`config.mk`:
```
export PLATFORM = sky130hd
export DESIGN_NAME = avl_mem_bridge
export DESIGN_NICKNAME = d
export VERILOG_FILES = /design/src/rtl/avl_mem_bridge.sv
export SDC_FILE = /design/constraint.sdc
export NUM_CORES = 1
export LEC_CHECK = 0
export CORE_AREA = 2 2 160 162
export CTS_BUF_LIST = sky130_fd_sc_hd__clkbuf_8
export DETAILED_ROUTE_END_ITERATION = 16
export DIE_AREA = 0 0 162 164
export GPL_TIMING_DRIVEN = 0
export HOLD_SLACK_MARGIN = 0.08
export PLACE_DENSITY = 0.58
export SKIP_LAST_GASP = 1
export SYNTH_ARGS = -nofsm -noshare
export SYNTH_HDL_FRONTEND = slang
export SYNTH_SLANG_ARGS = --single-unit
export TNS_END_PERCENT = 10
```
`constraint.sdc`:
```
create_clock -name iCLK -period 2.7 [get_ports iCLK]
set_clock_uncertainty 0.15 [all_clocks]
set_input_delay 0.54 -clock iCLK [delete_from_list [all_inputs] [get_ports iCLK]]
set_output_delay 0.54 -clock iCLK [all_outputs]
set_load 0.05 [all_outputs]
```
`src/rtl/avl_mem_bridge.sv`:
```
// avl_mem_bridge: CPU data-memory port to wide Avalon-MM SDRAM bridge.
// One transaction at a time. Byte/half/word accesses map onto one 32-bit
// lane of the Avalon line. Misaligned requests and read timeouts complete
// with an error.
//
// Handshake: an Avalon command (avl_read/avl_write) is presented with its
// address, data and byte enables and all of them are held unchanged until
// a clock edge that samples avl_waitrequest=0. That edge is the acceptance
// of the command. A CPU request is taken only in IDLE. Every accepted
// request finishes with a single-cycle mem_ready, and mem_err qualifies it.
module avl_mem_bridge #(
  parameter int RAM_ADDR_W = 26,
  parameter int RAM_DATA_W = 128,
  parameter int ADDR_W     = 32,
  parameter int DATA_W     = 32,
  parameter int TIMEOUT    = 1024
) (
  input  logic                    iCLK,
  input  logic                    iRST,
  input  logic                    avl_waitrequest,
  input  logic                    avl_readdatavalid,
  input  logic [RAM_DATA_W-1:0]   avl_readdata,
  output logic [RAM_ADDR_W-1:0]   avl_address,
  output logic                    avl_read,
  output logic                    avl_write,
  output logic [RAM_DATA_W-1:0]   avl_writedata,
  output logic [RAM_DATA_W/8-1:0] avl_byteenable,
  input  logic                    mem_req,
  input  logic                    mem_we,
  input  logic [1:0]              mem_size,
  input  logic [ADDR_W-1:0]       mem_addr,
  input  logic [DATA_W-1:0]       mem_wdata,
  output logic [DATA_W-1:0]       mem_rdata,
  output logic                    mem_ready,
  output logic                    mem_err,
  output logic                    mem_busy,
  output logic [2:0]              state_dbg
);

  localparam int LANES  = RAM_DATA_W / 32;
  localparam int LB     = $clog2(RAM_DATA_W / 8);
  localparam int BE_W   = RAM_DATA_W / 8;
  localparam int LANE_W = (LANES > 1) ? $clog2(LANES) : 1;
  localparam int CNT_W  = (TIMEOUT > 1) ? $clog2(TIMEOUT) : 1;

  typedef enum logic [2:0] {
    IDLE    = 3'd0,
    WR_REQ  = 3'd1,
    RD_REQ  = 3'd2,
    RD_WAIT = 3'd3,
    RESP    = 3'd4
  } state_t;

  state_t            state;
  logic [LANE_W-1:0] lane_q;
  logic [CNT_W-1:0]  cnt;

  logic              misaligned;
  logic [LANE_W-1:0] lane_calc;
  logic [3:0]        be_base;
  logic [BE_W-1:0]   be_calc;
  logic [RAM_DATA_W-1:0] wdata_calc;
  logic [DATA_W-1:0] rd_lane;

  assign state_dbg = state;

  // Selected 32-bit lane of the incoming read line.
  assign rd_lane = avl_readdata[{lane_q, 5'b00000} +: 32];

  // Decode the incoming CPU request: alignment, lane, byte enables, data.
  always_comb begin
    lane_calc  = LANE_W'((mem_addr >> 2) & ADDR_W'(LANES - 1));
    misaligned = 1'b0;
    be_base    = 4'b1111;
    wdata_calc = {LANES{mem_wdata}};
    case (mem_size)
      2'b00: begin
        be_base    = 4'b0001 << mem_addr[1:0];
        wdata_calc = {(4 * LANES){mem_wdata[7:0]}};
      end
      2'b01: begin
        misaligned = mem_addr[0];
        be_base    = 4'b0011 << mem_addr[1:0];
        wdata_calc = {(2 * LANES){mem_wdata[15:0]}};
      end
      2'b10: begin
        misaligned = |mem_addr[1:0];
      end
      default: begin
        misaligned = 1'b1;
      end
    endcase
    be_calc = BE_W'(be_base) << {lane_calc, 2'b00};
  end

  // Transaction FSM; every output is a register updated here.
  always_ff @(posedge iCLK) begin
    if (iRST) begin
      state          <= IDLE;
      lane_q         <= '0;
      cnt            <= '0;
      avl_address    <= '0;
      avl_read       <= 1'b0;
      avl_write      <= 1'b0;
      avl_writedata  <= '0;
      avl_byteenable <= '0;
      mem_rdata      <= '0;
      mem_ready      <= 1'b0;
      mem_err        <= 1'b0;
      mem_busy       <= 1'b0;
    end else begin
      mem_ready <= 1'b0;
      case (state)
        IDLE: begin
          if (mem_req) begin
            lane_q   <= lane_calc;
            mem_busy <= 1'b1;
            if (misaligned) begin
              // Completes without touching the Avalon side.
              state     <= RESP;
              mem_ready <= 1'b1;
              mem_err   <= 1'b1;
            end else begin
              mem_err     <= 1'b0;
              avl_address <= RAM_ADDR_W'(mem_addr >> LB);
              if (mem_we) begin
                state          <= WR_REQ;
                avl_write      <= 1'b1;
                avl_writedata  <= wdata_calc;
                avl_byteenable <= be_calc;
              end else begin
                state          <= RD_REQ;
                avl_read       <= 1'b1;
                avl_byteenable <= '1;
              end
            end
          end
        end
        WR_REQ: begin
          if (!avl_waitrequest) begin
            avl_write <= 1'b0;
            state     <= RESP;
            mem_ready <= 1'b1;
            mem_err   <= 1'b0;
          end
        end
        RD_REQ: begin
          if (!avl_waitrequest) begin
            avl_read <= 1'b0;
            if (avl_readdatavalid) begin
              // Zero-latency slave: data arrives with the acceptance.
              mem_rdata <= rd_lane;
              state     <= RESP;
              mem_ready <= 1'b1;
              mem_err   <= 1'b0;
            end else begin
              state <= RD_WAIT;
              cnt   <= '0;
            end
          end
        end
        RD_WAIT: begin
          if (avl_readdatavalid) begin
            mem_rdata <= rd_lane;
            state     <= RESP;
            mem_ready <= 1'b1;
            mem_err   <= 1'b0;
          end else if (TIMEOUT != 0 && cnt == CNT_W'(TIMEOUT - 1)) begin
            mem_rdata <= '0;
            state     <= RESP;
            mem_ready <= 1'b1;
            mem_err   <= 1'b1;
          end else begin
            cnt <= cnt + 1'b1;
          end
        end
        RESP: begin
          // mem_ready was raised on entry; drop everything back to idle.
          state    <= IDLE;
          mem_err  <= 1'b0;
          mem_busy <= 1'b0;
        end
        default: begin
          state     <= IDLE;
          avl_read  <= 1'b0;
          avl_write <= 1'b0;
          mem_err   <= 1'b0;
          mem_busy  <= 1'b0;
        end
      endcase
    end
  end

endmodule

```
# Yosys cells after proc, flatten, opt, wreduce, memory -nomap -nowiden
# Cells that the tools add are included.
# word_totals
regBits	222
wordCells	104
out_inout_bits	210
# op_classes
bitwise_logic	4
n_shift	4
n_reduce_logical	17
eq_ne	18
add_sub_neg	1
muxes	48
# ops
op	count
128-bit one-hot mux with 2 select lines	1
32-bit 2-to-1 mux	4
128-bit by 8-bit indexed part select with 32-bit output	1
32-bit one-hot mux with 2 select lines	1
10-bit 2-to-1 mux	4
3-bit 2-to-1 mux	7
1-bit 2-to-1 mux	20
2-bit != test, second input constant	10
10-bit one-hot mux with 2 select lines	1
5-bit AND reduction	4
16-bit 2-to-1 mux	1
4-bit by 4-bit << shifter with 16-bit output	1
3-bit one-hot mux with 4 select lines	1
4-bit AND reduction	3
10-bit by 1-bit adder with 10-bit output, second input constant	1
10-bit == test, second input constant	1
1-bit one-hot mux with 3 select lines	3
3-bit OR reduction	3
1-bit one-hot mux with 4 select lines	2
4-bit one-hot mux with 2 select lines	1
3-bit by 2-bit == test with 1-bit output, second input constant	2
1-bit inverter	4
2-bit AND reduction	2
1-bit by 2-bit << shifter with 4-bit output, first input constant	1
13 further kinds	13

# Depth between registers and ports, before layout
# Gate-level depths: netlist of run 1.
# depth
ltp_word	5
depth_mapped	7
ltp_nobuf	5

# Worst setup path after synthesis of run 1
# No wires, ideal clock.
# synth_timing
path_type	flip-flop to flip-flop
startpoint	register state[2] (netlist: state_dbg[2])
endpoint	register avl_byteenable[0]
arrival_ps	1959
synth_period_minus_slack_ps	2183
path_slack_ps	517
stages_incl_launch_ff	7
setup_ps	73
path_cell_list	dfxtp_1 > buf_6 > or4b_4 > nor3_4 > buf_6 > nor2_1 > nor3_2
# synth_via
elab_chain_len	2
# synth_lines
element	line_no	source
from (decl)	54	state_t state;
from (signal assigned)	99	state <= IDLE;
from (signal assigned)	120	state <= RESP;
from (signal assigned)	127	state <= WR_REQ;
3-bit zero test	113	case (state)
3-bit AND reduction (no source line)	n/a	
to (signal assigned)	130	avl_byteenable <= be_calc;
to (decl)	27	output logic [RAM_DATA_W/8-1:0] avl_byteenable,
# Every way passes these cells.
# A chain may end at the register's enable or synchronous reset.

==> results.tsv, run 1 <==
stage	metric	value	unit
drt	vias	6816	
grt	grt_pass1_wl	40200	µm
power_and_ir_drop	total_power	6.89	mW
job	maxCapViolations	0	
power_and_ir_drop	peakVddDrop	0.285	mV
worst_hold_path	min_from	mem_we	
timing	grt_setup_unrepaired	true	
grt	met3_usage	6.39	%
cells_and_area	drive_gt1_share	16.3	%
critical_path	crit_path_max_fanout	5	
logic_synthesis	async_flop_share	0	%
critical_path	critPathArrivalTime	1.92	ns
timing	maxSlewViolCount	0	
power_and_ir_drop	power.density	597	mW/mm²
logic_synthesis	synth_ff_type	dfxtp_1	
timing	max_freq	383	MHz
logic_synthesis	ys_ff_latch	126	
clock_tree	tritoncts	yes	
cells_and_area	final_util	46.4	%
drt	drt-pass1-iter-count	4	
clock_tree	cts_made_buffers	17	
critical_path	cp-end-kind	primary output	
logic_synthesis	ys_top_cells_by_area	dfxtp_1 38%, buf_4 11%, mux4_2 11%	
logic_synthesis	yosysWarnings	0	
timing	maxSlewHeadroom	37.0	%
timing	min_period_over_period	96.6	%
cells_and_area	nets	1341	
drt	viasPerCell	4.59	
outcome	status	completed	
cells_and_area	final_cell_area	0.0115	mm²
critical_path	worstPathRequired	2.01	ns
timing	worst_pin_slew	0.937	ns
logic_synthesis	synth_top_area_share	37.8	%
critical_path	crit_path_start_kind	flop	
worst_hold_path	hp-class	in -> reg	
logic_synthesis	syn_nets	922	
timing	setup_tns	0	ns
cells_and_area	fin_cells	1484	
drt	routedWlPerCell	18.7	µm
drt	drcViolationCount	0	
clock_tree	ctsHoldBuffers	0	
critical_path	reg2regPathDepth	6	
grt	grt_util_all_layers	19.9	%
cells_and_area	register_area	0.00252	mm²
place	port_buffers	400	
place	dp_slack	-0.262	ns
worst_hold_path	whs_endpoint	avl_byteenable[8]	
clock_tree	clk_pin_slew	0.09	ns
die	core_region_area	0.0248	mm²
clock_tree	clockRootBuffer	clkbuf_8	
clock_tree	clock_path_buffers	2	
clock_tree	h-tree-depth	4	
logic_synthesis	netlist_area	0.00667	mm²
grt	grt_max_degree	17	
logic_synthesis	syn_inst	721	
place	dp_cells	1451	
die	fp.dieH	164	µm
die	rows	58	
timing	finalHoldViolCount	0	
grt	use_met2	35.1	%
grt	grt-ovfl-total	0	
worst_hold_path	hold_depth	2	
die	die-area	0.0266	mm²
grt	grt_pass1_vias	6701	
place	post_dp_cell_area	0.0111	mm²
power_and_ir_drop	p_leak	4.22	nW
critical_path	rrSetupSlack	0.26	ns
logic_synthesis	yosys.area.top_type	dfxtp_1	
logic_synthesis	syn_avg_cell_area	9.25	µm²
timing	min_period	2.61	ns
die	start_util	26.9	%
critical_path	worstSetupPathType	reg -> out	
place	place.gp.congestion	0.797	
critical_path	r2r_start	state_dbg[0]	
logic_synthesis	synth-edff-count	0	
cells_and_area	multi_input_area	0.00314	mm²
drt	antenna_left	0	
grt	use_met1	23.8	%
drt	drt-total-wl	27800	µm
grt	top_usage_layer	met2	
timing	finalSetupViolations	0	
clock_tree	clock-sinks	126	
cells_and_area	area_growth	72.7	%
die	die_x	162	µm
critical_path	r2r_end	mem_rdata[26]	
drt	drt_iter0_markers	285	
logic_synthesis	yosysSeqAreaShare	37.8	%
clock_tree	cts_setup_buffers	0	
logic_synthesis	ys_types	57	
cells_and_area	fillers	2495	
timing	fin_hold_ws	0.279	ns
grt	antenna_found_initial	2	
place	place_hpwl	22500	µm
clock_tree	clkLatencyLatePin	0.43	ns
die	io-pin-count	410	
timing	fin_ws	0.0914	ns
## worst max-delay path, stage by stage (launching register included)
cell and delay [ns]:
dfxtp_1 0.51, buf_4 0.17, clkdlybuf4s50_1 0.80
## timing repair
| action | in CTS | in global routing |
|---|---|---|
| endpoints found under the setup margin | 0 | 30 |
| gates resized for setup | 0 | 1 |
| endpoints found under the hold margin | 0 | 0 |
## logic make-up (layout without fill, tap and decap cells)
logic type / after synthesis / count (layout) / synth area share (%)
and+or+nand+nor: 210 / 210 / 15.1
DFF: 126 / 126 / 37.8
buffers and inverters: 156 / 588 / 15.1
muxes: 56 / 56 / 14.4
adders and majority gates: 1 / 1 / 0.187
AOI/OAI and AO/OA: 172 / 172 / 17.3
other: 0 / 1 / 0
## cells in the final DEF (no fill, tap or decap), types with 17 or more instances in the layout
master and count:
clkdlybuf4s50_1 400, dfxtp_1 126, nand2_1 104, buf_4 97
a21oi_1 58, nor2_1 40, clkbuf_1 32, mux4_2 32
a22o_1 32, mux2i_1 24, a211oi_1 24, o21ai_0 22
clkbuf_8 17
## sequential cells by signal (all words and copies together) (netlist names)
| name | count |
|---|---|
| mem_rdata | 32 |
| mem_busy | 1 |
| avl_write | 1 |
| lane_q | 2 |
| avl_byteenable | 16 |
| mem_err | 1 |
| avl_writedata | 32 |
| state_dbg | 3 |
| avl_read | 1 |
| avl_address | 26 |
| cnt | 10 |
| mem_ready | 1 |
## power by group
group          internal, mW  total (mW)  switching, mW
sequential             2.03        2.17          0.144
clock                 0.950        1.85          0.899
combinational          1.18        2.86           1.68
## cells in the mapped netlist, types with 12 or more instances
library cell / instances
a21oi_1: 58
nor2_1: 40
buf_4: 97
mux4_2: 32
nor3_1: 15
mux2i_1: 24
clkbuf_1: 32
o21ai_0: 22
nand2_1: 104
a22o_1: 32
a211oi_1: 24
buf_2: 12
dfxtp_1: 126
## routing by layer
layer  vias to the layer above  wire length [µm]  part of all wire [%]
li1                       3365                 -                     -
met5                         -                 0                     0
met4                         0               232                  0.84
met2                       240             14200                    51
met3                        13              2130                   7.7
met1                      3198             11300                    41
## how the worst max path moves through the flow
stage	from	end	slack, ns
after global routing	mem_req	avl_byteenable[9]	-0.01
after global placement	mem_req	avl_byteenable[3]	-0.26
after floorplan	state_dbg[2]	avl_byteenable[0]	0.52
after CTS	avl_writedata[117]	avl_writedata[85]	0.04
final	avl_writedata[117]	avl_writedata[85]	0.09
after detailed placement	mem_req	avl_byteenable[3]	-0.26
## cell type report
type	count	share of cell area [%]
diodes	1	0.0217
clock buffers	17	2.03
clock inverters	15	1.74
multi-input cells	439	27.2
inverters	7	0.228
flip-flops and latches	126	21.9
plain buffers	149	8.53
well taps	330	3.58
repair buffers	400	34.7
Note: power is estimated with default switching activity, not from simulation.
==> inputs of run 2 (changes only) <==
--- a/config.mk
+++ b/config.mk
@@ -13,6 +13,7 @@
 export HOLD_SLACK_MARGIN = 0.08
 export PLACE_DENSITY = 0.58
 export SKIP_LAST_GASP = 1
+export SLEW_MARGIN = 20
 export SYNTH_ARGS = -nofsm -noshare
 export SYNTH_HDL_FRONTEND = slang
 export SYNTH_SLANG_ARGS = --single-unit
==> results of run 2 <==
Final layout, timing and power as in run 1 (identical DEF).
==> inputs of run 3 (changes only) <==
--- a/config.mk
+++ b/config.mk
@@ -5,13 +5,14 @@
 export SDC_FILE = /design/constraint.sdc
 export NUM_CORES = 1
 export LEC_CHECK = 0
-export CORE_AREA = 2 2 160 162
+export CORE_AREA = 2 2 161 163
 export CTS_BUF_LIST = sky130_fd_sc_hd__clkbuf_8
 export DETAILED_ROUTE_END_ITERATION = 16
-export DIE_AREA = 0 0 162 164
+export DIE_AREA = 0 0 163 165
+export DONT_BUFFER_PORTS = 1
 export GPL_TIMING_DRIVEN = 0
 export HOLD_SLACK_MARGIN = 0.08
-export PLACE_DENSITY = 0.58
+export PLACE_DENSITY = 0.36
 export SKIP_LAST_GASP = 1
 export SLEW_MARGIN = 20
 export SYNTH_ARGS = -nofsm -noshare
==> constraint.sdc (replaced) <==
create_clock -name iCLK -period 2.7 [get_ports iCLK]
set_clock_uncertainty 0.15 [all_clocks]
set_input_delay 0.54 -clock iCLK [delete_from_list [all_inputs] [get_ports iCLK]]
set_output_delay 0.54 -clock iCLK [all_outputs]
set_load 0.005 [all_outputs]
==> results.tsv, run 3 (synthesis results as in run 1) <==
stage	metric	value	unit
outcome	status	completed	
place	port_buffers	0	
cells_and_area	final_cell_mix	126 x dfxtp_1, 104 x nand2_1, 97 x buf_4	
die	fp.dieH	165	µm
die	start_util	26.7	%
timing	finalHoldViolCount	0	
timing	grt_setup_unrepaired	false	
die	io-pin-count	410	
clock_tree	h-tree-depth	4	
critical_path	crit_chain	buf_2 -> nor4b_4 -> nand3_1 -> clkbuf_1 -> a211oi_1 -> nor3_1	
timing	min_period_over_period	89.6	%
die	core_region_area	0.0250	mm²
drt	drt-total-wl	23500	µm
timing	worst_pin_slew	0.901	ns
clock_tree	cts_setup_buffers	0	
clock_tree	tritoncts	yes	
clock_tree	clkLatencyLatePin	0.44	ns
cells_and_area	drive_gt1_share	24.3	%
power_and_ir_drop	power.density	648	mW/mm²
critical_path	cp-end-kind	flop	
die	die_x	163	µm
job	maxCapViolations	0	
grt	grt-ovfl-total	0	
grt	grt_pass1_wl	33400	µm
timing	setup_tns	0	ns
place	place.gp.congestion	0.745	
critical_path	critPathArrivalTime	2.58	ns
critical_path	crit_slowest_cell	nor4b_4	
grt	grt_max_degree	17	
critical_path	cp_top_family	simple AND/OR/NAND/NOR gates	
clock_tree	clock-sinks	126	
timing	fin_hold_ws	0.186	ns
timing	min_period	2.42	ns
die	die-area	0.0269	mm²
clock_tree	clockRootBuffer	clkbuf_8	
timing	maxSlewHeadroom	39.7	%
grt	antenna_found_initial	1	
timing	max_freq	413	MHz
drt	viasPerCell	5.02	
cells_and_area	largestRegisters	avl_writedata (32), mem_rdata (32), avl_address (26)	
critical_path	slowest_delay	0.43	ns
timing	maxSlewViolCount	0	
critical_path	path_buf_inv	2	
clock_tree	clk_pin_slew	0.09	ns
place	place_hpwl	18300	µm
drt	routedWlPerCell	21.0	µm
cells_and_area	nets	975	
critical_path	worstPathRequired	2.86	ns
cells_and_area	final_util	31.3	%
timing	finalSetupViolations	0	
cells_and_area	multi_input_area	0.00317	mm²
power_and_ir_drop	total_power	5.07	mW
die	rows	58	
grt	grt_pass1_vias	5496	
drt	drcViolationCount	0	
clock_tree	cts_made_buffers	17	
worst_hold_path	hp-class	in -> reg	
cells_and_area	register_area	0.00252	mm²
drt	drt-pass1-iter-count	5	
grt	grt_util_all_layers	16.5	%
drt	drt_iter0_markers	250	
cells_and_area	area_growth	17.3	%
cells_and_area	layout_commonest_cell	dfxtp_1	
cells_and_area	fillers	2594	
power_and_ir_drop	peakVddDrop	0.273	mV
drt	antenna_left	0	
clock_tree	clock_path_buffers	2	
critical_path	crit_path_max_fanout	10	
drt	vias	5617	
critical_path	worstSetupPathType	reg -> reg	
power_and_ir_drop	p_leak	2.88	nW
critical_path	crit_path_start_kind	flop	
critical_path	rrSetupSlack	0.28	ns
## run 3: per-stage QoR
step / worst slack (ns) / area [µm²] / std cells
after floorplan: 0.709 / 6670 / 721
after global placement: 0.105 / 7090 / 1051
after detailed placement: 0.0639 / 7090 / 1051
after CTS: 0.0451 / 7800 / 1117
after global routing: 0.0763 / 7830 / 1118
final: 0.281 / 7830 / 1118
## run 3: layout make-up
type                    instances  area share, %
repair buffers                 34           4.35
well taps                     330           5.28
flip-flops and latches        126           32.2
clock buffers                  17           2.99
diodes                          1         0.0320
multi-input cells             439           40.5
plain buffers                 149           12.6
clock inverters                15           1.76
inverters                       7          0.336
## run 3: report_power, final
| part | internal (mW) | total, mW | switching, mW |
|---|---|---|---|
| Sequential | 2.03 | 2.23 | 0.201 |
| Clock | 0.679 | 1.61 | 0.927 |
| Combinational | 0.584 | 1.23 | 0.646 |
| Total | 3.29 | 5.07 | 1.77 |
## run 3: worst register-to-register path: stages (launching register included)
cell and delay, ns:
dfxtp_1 0.39, buf_2 0.21, nor4b_4 0.43, nand3_1 0.33, clkbuf_1 0.34, a211oi_1 0.36, nor3_1 0.09
## run 3: worst paths after layout
check,depth (start not counted),from,to
max,6,state_dbg[0],avl_byteenable[9]
min,2,mem_wdata[13],avl_writedata[109]
max reg2reg,6,state_dbg[0],avl_byteenable[9]
min reg2reg,2,avl_address[4],avl_address[4]
## run 3: routing by layer
layer	GRT usage, %	wire length [µm]
met1	17.8	8720
met2	30.5	12300
met3	6.55	2310
met4	3.74	218
met5	0	0
## run 3: timing repair
item,in CTS,in global routing
hold buffers,34,0
setup endpoints to repair,0,34
gates resized for setup,0,4
endpoints found under the hold margin,34,0
==> RTL edit 1, RTL diff (config.mk and constraints of run 2) <==
Set the parameter `RAM_ADDR_W` to 18 (it was 26).
--- a/src/rtl/avl_mem_bridge.sv
+++ b/src/rtl/avl_mem_bridge.sv
@@ -11,3 +11,3 @@
 module avl_mem_bridge #(
-  parameter int RAM_ADDR_W = 26,
+  parameter int RAM_ADDR_W = 18,
   parameter int RAM_DATA_W = 128,
Ports: changed (resized avl_address); port bits go from 410 to 402. No check against the original RTL was run, so the function may have changed too.
==> RTL edit 1 against run 2 <==
Synthesized cell count grew 5.1%; combinational power shrank 2%; sequential power shrank 6%; highest routed layer unchanged; area after synthesis shrank 3.5%; die area is the same; cell area shrank 3.5%; total power shrank 6.8%; sequential cell count shrank 8; maximum frequency grew 0.49%; worst setup slack gained 0.013 ns; routed wire length shrank 8.4%; count of clock-buffer cells in the layout grew 1; clock power shrank 15%.
==> RTL edit 1: results (changes against run 2) <==
| Metric | Value |
|---|---|
| GRT met2 Usage | `35.7% (was 35.1%)` |
| Port Buffers | `387 (was 400)` |
| Critical Path Start | `state_dbg[1]$_SDFFE_PP0P_ (was avl_writedata[117]$_SDFFE_PP0P_)` |
| Met3 routed wirelength | `2.06 mm (was 2.13 mm)` |
| Delay of the slowest critical-path stage | `0.91 ns (was 0.80 ns)` |
| Met1 layer usage reported by global route | `19.8% (was 23.8%)` |
| Detailed-placement wirelength estimate | `20.8 mm (was 22.5 mm)` |
| Multiplexer share of the synthesized area | `13.7% (was 14.4%)` |
| Run status | `finished clean (unchanged)` |
| Critical Path Fanout Max | `8 (was 5)` |
| Worst hold path class | `reg -> reg (was in -> reg)` |
| Number of antenna violations at the first check in global routing | `1 (was 2)` |
| Peak supply drop | `0.000224 V (was 0.000285 V)` |
| Largest registers | `avl_writedata (32), mem_rdata (32), avl_address (18) (was avl_writedata (32), mem_rdata (32), avl_address (26))` |
| Transition at the pin with the smallest max-transition slack | `0.835 ns (was 0.937 ns)` |
| Sequential-to-total area share from yosys stat | `36.7% (was 37.8%)` |
| Number of nets at the end of the flow | `1,365 (was 1,341)` |
| GP Congestion | `0.815 (was 0.797)` |
| Wire length per cell after detailed routing | `16.9 um (was 18.7 um)` |
| Cell variety after synth | `55 (was 57)` |
| Fin Hold WS | `0.306 ns (was 0.279 ns)` |
| Static leakage power | `0.00402 uW (was 0.00422 uW)` |
| Syn_nets | `959 (was 922)` |
| Routed wl met2 | `13.5 mm (was 14.2 mm)` |
| Worst setup path endpoint | `state_dbg[1] (was avl_writedata[85])` |
-- RTL edit 1: cell types whose count changed after synthesis, moves of 6 or more --
cell,before,now
sky130_fd_sc_hd__clkbuf_1,32,38
sky130_fd_sc_hd__nand2_1,104,160
sky130_fd_sc_hd__dfxtp_1,126,118
sky130_fd_sc_hd__a22o_1,32,0
sky130_fd_sc_hd__mux2i_1,24,16
sky130_fd_sc_hd__a211oi_1,24,17
sky130_fd_sc_hd__o21ai_0,22,57
-- RTL edit 1: metrics by stage --
step	util, %	cell area [sq um]	std cells	power [uW]	setup WS [ns]
after floorplan	-	6440	758	3830	0.372
after global placement	43.2	10700	1475	4890	-0.321
after detailed placement	43.2	10700	1475	4900	-0.372
after CTS	44.7	11100	1507	6490	0.0585
after global routing	44.8	11100	1508	6740	-0.0261
final	44.8	11100	1508	6420	0.104
-- RTL edit 1: power breakdown --
part           switching [uW]  internal, uW  total [uW]  leakage [uW]
Combinational            1660          1150        2810       0.00288
Sequential                128          1900        2030      0.000958
Clock                     879           700        1580      0.000184
Total                    2670          3750        6420       0.00402
-- RTL edit 1: logic make-up (layout without fill, tap and decap cells) --
group,Yosys count,after routing
simple gates,263,263
compound gates,172,172
buf+inv,156,575
flops,118,118
mux,48,48
fa+ha+maj,1,1
other cells,0,1
-- RTL edit 1: final cells by class --
type / instances / area (sq um)
Antenna cell: 1 / 2.50
Buffer: 152 / 955
Fill cell: 2508 / 13700
Clock buffer: 18 / 248
Timing Repair Buffer: 387 / 3870
Multi-Input combinational cell: 484 / 3130
Sequential cell: 118 / 2360
Tap cell: 330 / 413
Clock inverter: 14 / 126
Inverter: 4 / 15.0
==> RTL edit 2, RTL diff (flow settings as in run 2) <==
Made on the original files. Remove the case item `2'b01` of the case on `mem_size`.
--- a/src/rtl/avl_mem_bridge.sv
+++ b/src/rtl/avl_mem_bridge.sv
@@ -79,7 +79,2 @@
         wdata_calc = {(4 * LANES){mem_wdata[7:0]}};
-      end
-      2'b01: begin
-        misaligned = mem_addr[0];
-        be_base    = 4'b0011 << mem_addr[1:0];
-        wdata_calc = {(2 * LANES){mem_wdata[15:0]}};
       end
Function: not settled (the Yosys comparison gave no result); the edit may change what the design does.
==> RTL edit 2 against run 2 <==
Total power decreased by 24%; largest power group is now registers; combinational power fell by 43%; area after synthesis is 2.8% higher; sequential cell count did not move; worst setup slack gained 0.035 ns; critical path depth is the same; global-route usage down 0.84 points; maximum frequency up 1.4%; cell area up 1.8%; routed wire length shrank 5.9%.
==> RTL edit 2: results (changes against run 2) <==
| Metric | Value |
|---|---|
| Run status | `finished clean (unchanged)` |
| Switching portion of total power | `34.4% (was 39.5%)` |
| Clock-pin transition on the worst setup and hold timing paths | `approximately 0.08 ns` |
| Layout non-clock buf frac | `43.1% (was 43.3%)` |
| Leading post-synthesis cells by instance count | `sky130_fd_sc_hd__dfxtp_1, sky130_fd_sc_hd__nand2_1, sky130_fd_sc_hd__buf_4 (unchanged)` |
| Static leakage power | `0.00458 uW (was 0.00422 uW)` |
| Vias in the first global route | `6,940 (was 6,701)` |
| GR Util All Layers | `19.0% (was 19.9%)` |
| Sequential-to-total area share from yosys stat | `36.8% (was 37.8%)` |
| Routed wl met2 | `13.7 mm (was 14.2 mm)` |
| GP Congestion | `0.827 (was 0.797)` |
| Arrival time at the worst endpoint | `1.88 ns (was 1.92 ns)` |
| Flip-flop and latch count | `126 (unchanged)` |
| Delay of the slowest critical-path stage | `0.78 ns (was 0.80 ns)` |
| Critical Path Fanout Max | `5 (unchanged)` |
| Number of multi-input logic gates | `472 (was 439)` |
| GRT met2 Usage | `35.8% (was 35.1%)` |
| Non-clock buffer total of the final layout | `556 (was 549)` |
| Cell variety after synth | `56 (was 57)` |
| Met3 capacity usage during global routing | `5.38% (was 6.39%)` |
| First-iteration detailed-routing DRC count | `222 (was 285)` |
| Met3 routed wirelength | `1.94 mm (was 2.13 mm)` |
| Met1 layer usage reported by global route | `20.2% (was 23.8%)` |
| Final wirelength | `26.1 mm (was 27.8 mm)` |
| Critical Path Start | `avl_writedata[111]$_SDFFE_PP0P_ (was avl_writedata[117]$_SDFFE_PP0P_)` |
| Total via count in the routed design | `7,033 (was 6,816)` |
| Number of antenna violations at the first check in global routing | `4 (was 2)` |
| Nonclk inv count | `15 (was 7)` |
| Syn_nets | `964 (was 922)` |
| Fraction of layout cells with a size suffix above 1 | `16.3% (about the same)` |
| Fraction of area in multi-input gates | `28.1% (was 27.2%)` |
| Met1 wire length | `9.84 mm (was 11.3 mm)` |
| Max transition margin | `45.2% (was 37.0%)` |
| Dominant cells by area after synthesis | `sky130_fd_sc_hd__dfxtp_1, sky130_fd_sc_hd__buf_4, sky130_fd_sc_hd__mux4_2 (unchanged)` |
| Clk_lat worst skew | `0.45 ns (was 0.43 ns)` |
| Fraction of area in clock buffers and inverters | `3.23% (was 3.77%)` |
| Number of nets at the end of the flow | `1,389 (was 1,341)` |
| Layout clock buffers | `18 (was 17)` |
| Worst hold path class | `reg -> reg (was in -> reg)` |
| First-pass GRT wire length | `38.8 mm (was 40.2 mm)` |
| Worst hold start | `avl_address[11]$_SDFFE_PP0P_ (was mem_we)` |
RTL edit 2: through the flow:
stage | hold slack (ns) | power [uW] | worst slack [ns] | cell area, sq um | instances
floorplan | 0.312 | 2990 | 0.446 | 6860 | 763
global placement | 0.292 | 3670 | -0.373 | 11300 | 1499
detailed placement | 0.296 | 3680 | -0.417 | 11300 | 1499
CTS | 0.309 | 5320 | 0.0601 | 11700 | 1530
global route | 0.330 | 5480 | 0.0373 | 11700 | 1534
finish | 0.306 | 5250 | 0.127 | 11700 | 1534
RTL edit 2: cell families after synthesis:
logic type      synth area share, %
compound gates                 14.9
fa+ha+maj                     0.182
buf+inv                        15.3
flops                          36.8
mux                            16.6
simple gates                   16.3
RTL edit 2: worst register-to-register path, cell delays in order (launching register included):
cell                      delay [ns]
sky130_fd_sc_hd__dfxtp_1        0.42
sky130_fd_sc_hd__ha_1           0.24
sky130_fd_sc_hd__nand3_1        0.19
sky130_fd_sc_hd__o31ai_1        0.47
sky130_fd_sc_hd__nand2_1        0.28
sky130_fd_sc_hd__buf_2          0.30
sky130_fd_sc_hd__mux2i_1        0.15
RTL edit 2: path summary, 6_finish.rpt:
check | to | depth (start not counted) | slack, ns
max | avl_writedata[47] | 2 | 0.13
min | avl_address[11]$_SDFFE_PP0P_ | 2 | 0.31
max reg2reg | mem_rdata[10]$_SDFFE_PP0P_ | 6 | 0.36
min reg2reg | avl_address[11]$_SDFFE_PP0P_ | 2 | 0.31
RTL edit 2: power groups by stage:
stage / Clock (uW) / Combinational (uW) / Sequential [uW]
5_1_grt: 1750 / 1730 / 2000
4_1_cts: 1680 / 1650 / 1990
6_report: 1630 / 1630 / 1990
3_5_place_dp: 0 / 1640 / 2030
2_1_floorplan: 0 / 718 / 2270
3_3_place_gp: 0 / 1640 / 2030
